$ cat src/rtl/lane_gather_8.sv
// Gathers one signed W1-bit term per cycle into an 8-lane word, double-buffered (assembly + output).
// Optional zero-padded flush of a partial word: define LANE_GATHER_FLUSH_EN.
module lane_gather_8 #(
    parameter int unsigned W1 = 21
) (
    input  logic              clk,
    input  logic              rst_n,
    input  logic              s_valid,
    output logic              s_ready,
    input  logic [W1-1:0]     s_data,
    input  logic              flush,
    output logic              m_valid,
    input  logic              m_ready,
    output logic [8*W1-1:0]   m_data,
    output logic [3:0]        m_lanes
);

    logic [7:0][W1-1:0] r_asm;
    logic [7:0][W1-1:0] r_out;
    logic [7:0][W1-1:0] w_asm_next;
    logic [3:0]         r_asm_cnt;
    logic               r_asm_full;
    logic               r_m_valid;
    logic [3:0]         r_m_lanes;

    logic               w_in_xfer;
    logic [3:0]         w_cnt_after;
    logic               w_flush_now;
    logic               w_word_done;
    logic               w_move;

    assign s_ready     = !r_asm_full;
    assign w_in_xfer   = s_valid && s_ready;
    assign w_cnt_after = r_asm_cnt + {3'b000, w_in_xfer};

`ifdef LANE_GATHER_FLUSH_EN
    assign w_flush_now = flush && !r_asm_full && (w_cnt_after != 4'd0) && (w_cnt_after < 4'd8);
`else
    assign w_flush_now = flush & 1'b0;
`endif

    // Lanes above the fill count are already zero (assembly is cleared on every move),
    // so a padded flush needs no explicit masking.
    always_comb begin
        w_asm_next = r_asm;
        if (w_in_xfer) begin
            w_asm_next[r_asm_cnt[2:0]] = s_data;
        end
    end

    assign w_word_done = r_asm_full || (w_cnt_after == 4'd8) || w_flush_now;
    assign w_move      = w_word_done && (!r_m_valid || m_ready);

    always_ff @(posedge clk or negedge rst_n) begin
        if (!rst_n) begin
            r_asm      <= '0;
            r_asm_cnt  <= '0;
            r_asm_full <= 1'b0;
        end else if (w_move) begin
            r_asm      <= '0;
            r_asm_cnt  <= '0;
            r_asm_full <= 1'b0;
        end else begin
            r_asm      <= w_asm_next;
            r_asm_cnt  <= w_cnt_after;
            r_asm_full <= w_word_done;
        end
    end

    always_ff @(posedge clk or negedge rst_n) begin
        if (!rst_n) begin
            r_out     <= '0;
            r_m_lanes <= '0;
            r_m_valid <= 1'b0;
        end else if (w_move) begin
            r_out     <= w_asm_next;
            r_m_lanes <= w_cnt_after;
            r_m_valid <= 1'b1;
        end else if (m_ready) begin
            r_m_valid <= 1'b0;
        end
    end

    assign m_valid = r_m_valid;
    assign m_data  = r_out;
    assign m_lanes = r_m_lanes;

endmodule
$ cat config.mk
export PLATFORM = sky130hd
export DESIGN_NAME = lane_gather_8
export DESIGN_NICKNAME = d
export VERILOG_FILES = /design/src/rtl/lane_gather_8.sv
export SDC_FILE = /design/constraint.sdc
export NUM_CORES = 1
export LEC_CHECK = 0
export ABC_AREA = 1
export CORE_UTILIZATION = 60
export DETAILED_ROUTE_END_ITERATION = 8
export PLACE_DENSITY_LB_ADDON = 0.08
export SETUP_SLACK_MARGIN = 0.05
export SLEW_MARGIN = 20
export SYNTH_ARGS = -nofsm -noshare
export SYNTH_HDL_FRONTEND = slang
export SYNTH_SLANG_ARGS = --single-unit
$ cat constraint.sdc
create_clock -name clk -period 3.2 [get_ports clk]
set_input_delay 0.64 -clock clk [delete_from_list [all_inputs] [get_ports clk]]
set_output_delay 0.64 -clock clk [all_outputs]
set_load 0.005 [all_outputs]
==> results.cfg <==
[setup_path]
critical_path_required_ns = 3.55
worst_setup_path_end_kind = flop
r2r_setup_slack_ns = 0.81
cp_max_fo = 107
arrival_ns = 2.88
critPathLaunchType = input pin
worst-setup-path-type = input pin to flop

[placed_design]
place.gp.congestion = 0.785
portbufs = 198
dp_hpwl_um = 23200
post_dp_cell_area_um2 = 17200
dp_worst_setup_slack_ns = 0.223
dpl.cell_count = 2149

[synth]
synth_sequential_area_ratio_pct = 57.3
synth_top_flop_cell = sky130_fd_sc_hd__dfrtp_1
synth-async-reset-ratio_pct = 100
postSynthRegisterBits = 346
ys_types = 18
synth_warnings = 0
post_synth_inst_count = 1745
syn-num-nets = 1773
post_synth_instance_area_um2 = 15100
synth_edf_count = 0
mean_instance_size_in_the_synthesized_netlist_um2 = 8.67

[power_and_ir_drop]
worst_ir_drop_vdd_mv = 0.632
leakage_nw = 9.49
post-layout-total-power_mw = 17.7
power.density_nw_per_um2 = 960

[drt]
drt_pass1_iterations = 5
drtAntennaViolNets = 0
avgRoutedWirePerCell_um = 18.0
detailedRoute.firstIterationViolations = 1170
drc = 0
routed-via-count = 12438
route.final.wire_length_um = 39700
avgViaCountPerCell = 5.63

[outcome]
outcome = finished clean

[worst_hold_path]
min_path_type = input pin to async pin

[floorplan]
dieWidth_um = 161
die_y_um = 161
initial_core_util_pct = 61.6
rows = 57
die-area_um2 = 25800
ioPinCount = 200
core-area_um2 = 24500

[sta]
slew_margin_rel_pct = 34.0
worst_pin_slew_ns = 0.986
fmax_mhz = 395
period_minus_slack_ns = 2.53
finalHoldViolations = 0
finalSetupTns_ns = 0
finalClockSkew_ns = 0.0120
finalSetupViolations = 0
timing.final.crit_share_pct = 79.1
layout_setup_ws_ns = 0.669
maxSlewViolCount = 0
fin_hold_ws_ns = 0.109
grt_setup_unrepaired = no

[layout]
postLayoutCoreUtil_pct = 75.1
seq_area_um2 = 8660
design_area_um2 = 18400
ratio_of_cells_with_drive_above_1_in_the_final_layout_pct = 5.15
multi_input_area_um2 = 5620
finish.net_count = 1891
area_growth_pct = 21.8
layout.filler_cells = 1848
final_cells = 2210

[clocking]
cts_hold_buffers = 0
clock_tree_from_tritoncts = built
cts-resized-gates = 0
post-cts-setup-buffer-count = 0
clock-sinks = 346
clock_tree.htree_level_count = 2
clkLatencyLatePin_ns = 0.51
cts-root-to-sink-buffers = 3
path_clk_slew_ns = 0.06
root_buffer = sky130_fd_sc_hd__clkbuf_16
cts_buffers = 36

[global_route]
first_global_vias = 11525
grt_start_max_net_pins = 142
antenna_violations_before_repair = 1
grt_overflow = 0
track_usage_pct = 31.3
grt_first_pass_wirelength_um = 63000

[job]
max_cap_violations = 0
[synth_stat cells, types with 6 or more instances]
cell                         n  share of area, %
sky130_fd_sc_hd__a21boi_0  158               7.8
sky130_fd_sc_hd__a21boi_1   12              0.60
sky130_fd_sc_hd__buf_1       7              0.17
sky130_fd_sc_hd__buf_2      47               1.6
sky130_fd_sc_hd__buf_6      18               1.3
sky130_fd_sc_hd__clkbuf_1   63               1.6
sky130_fd_sc_hd__clkbuf_2   20              0.66
sky130_fd_sc_hd__dfrtp_1   346                57
sky130_fd_sc_hd__inv_1      12              0.30
sky130_fd_sc_hd__nand2_1   787                20
sky130_fd_sc_hd__nand3_1   258               8.5
sky130_fd_sc_hd__nor2_1      6              0.15
[metal layers]
| layer | up-vias | track usage, % | wire length (um) |
|---|---|---|---|
| met5 | - | 0 | 0 |
| met4 | 0 | 10.2 | 1130 |
| li1 | 5817 | - | - |
| met3 | 77 | 5.73 | 3480 |
| met2 | 531 | 46.5 | 18200 |
| met1 | 6013 | 46.8 | 16900 |
[critical path, stage by stage]
cell and delay [ns]:
sky130_fd_sc_hd__clkdlybuf4s50_1 0.42, sky130_fd_sc_hd__nand2_1 0.13, sky130_fd_sc_hd__inv_1 0.06, sky130_fd_sc_hd__ha_1 0.22
sky130_fd_sc_hd__ha_1 0.30, sky130_fd_sc_hd__inv_1 0.07, sky130_fd_sc_hd__nand2_1 0.05, sky130_fd_sc_hd__nor2_1 0.09
sky130_fd_sc_hd__nand2_1 0.11, sky130_fd_sc_hd__nand2_4 0.16, sky130_fd_sc_hd__buf_12 0.32, sky130_fd_sc_hd__a21boi_0 0.20
[flip-flops by register name (all words and copies together) (netlist names)]
signal	flops
m_data	168
r_asm	168
r_asm_full	1
m_valid	1
m_lanes	4
r_asm_cnt	4
[path summary, 6_finish.rpt]
kind / startpoint / end / cells past startpoint
worst max register to register: r_asm_full / r_asm[72] / 12
worst max-delay path: s_valid / r_asm[72] / 12
min in group clk: m_data[82] / m_data[82] / 2
worst min-delay path: rst_n / m_data[44] / 1
worst min register to register: m_data[82] / m_data[82] / 2
max in group asynchronous: rst_n / r_asm[133] / 2
[report_power, final]
group	leakage (nW)	internal [mW]	switching, mW
combinational	4.38	3.05	3.48
sequential	4.53	6.15	0.840
clock	0.571	2.52	1.65
[logic make-up after synthesis]
group	count (synthesis)	share of synthesized area, %
simple gates	1053	28.3
flops	346	57.3
compound gates	173	8.54
buf+inv	171	5.74
fa+ha+maj	2	0.165
[area by class of cell]
class / instances / area share, %
tap: 324 / 2.20
multi-input combinational: 1228 / 30.5
clock inverter: 7 / 0.611
sequential: 346 / 47.0
antenna: 1 / 0.0136
clock buffer: 53 / 5.73
inverter: 14 / 0.285
timing repair buffer: 237 / 13.6
[cell usage in the layout, fill, tap and decap left out]
cell type                           n
sky130_fd_sc_hd__a21boi_0         158
sky130_fd_sc_hd__nand2_1          784
sky130_fd_sc_hd__clkbuf_16         37
sky130_fd_sc_hd__clkinvlp_4         1
sky130_fd_sc_hd__nor2_1             6
sky130_fd_sc_hd__nand2_4            3
sky130_fd_sc_hd__inv_2              2
sky130_fd_sc_hd__ha_1               2
sky130_fd_sc_hd__buf_12            18
sky130_fd_sc_hd__nor2_4             1
sky130_fd_sc_hd__buf_4             21
sky130_fd_sc_hd__inv_1             12
sky130_fd_sc_hd__clkbuf_8           7
sky130_fd_sc_hd__dfrtp_1          346
sky130_fd_sc_hd__clkdlybuf4s50_1  197
sky130_fd_sc_hd__nand3_1          258
sky130_fd_sc_hd__diode_2            1
sky130_fd_sc_hd__a21boi_1          12
sky130_fd_sc_hd__a21oi_1            3
sky130_fd_sc_hd__bufinv_16          3
sky130_fd_sc_hd__nand4_1            1
sky130_fd_sc_hd__clkinv_2           3
sky130_fd_sc_hd__buf_8              1
sky130_fd_sc_hd__clkbuf_1           9
Power figures use the tool's default switching activity.
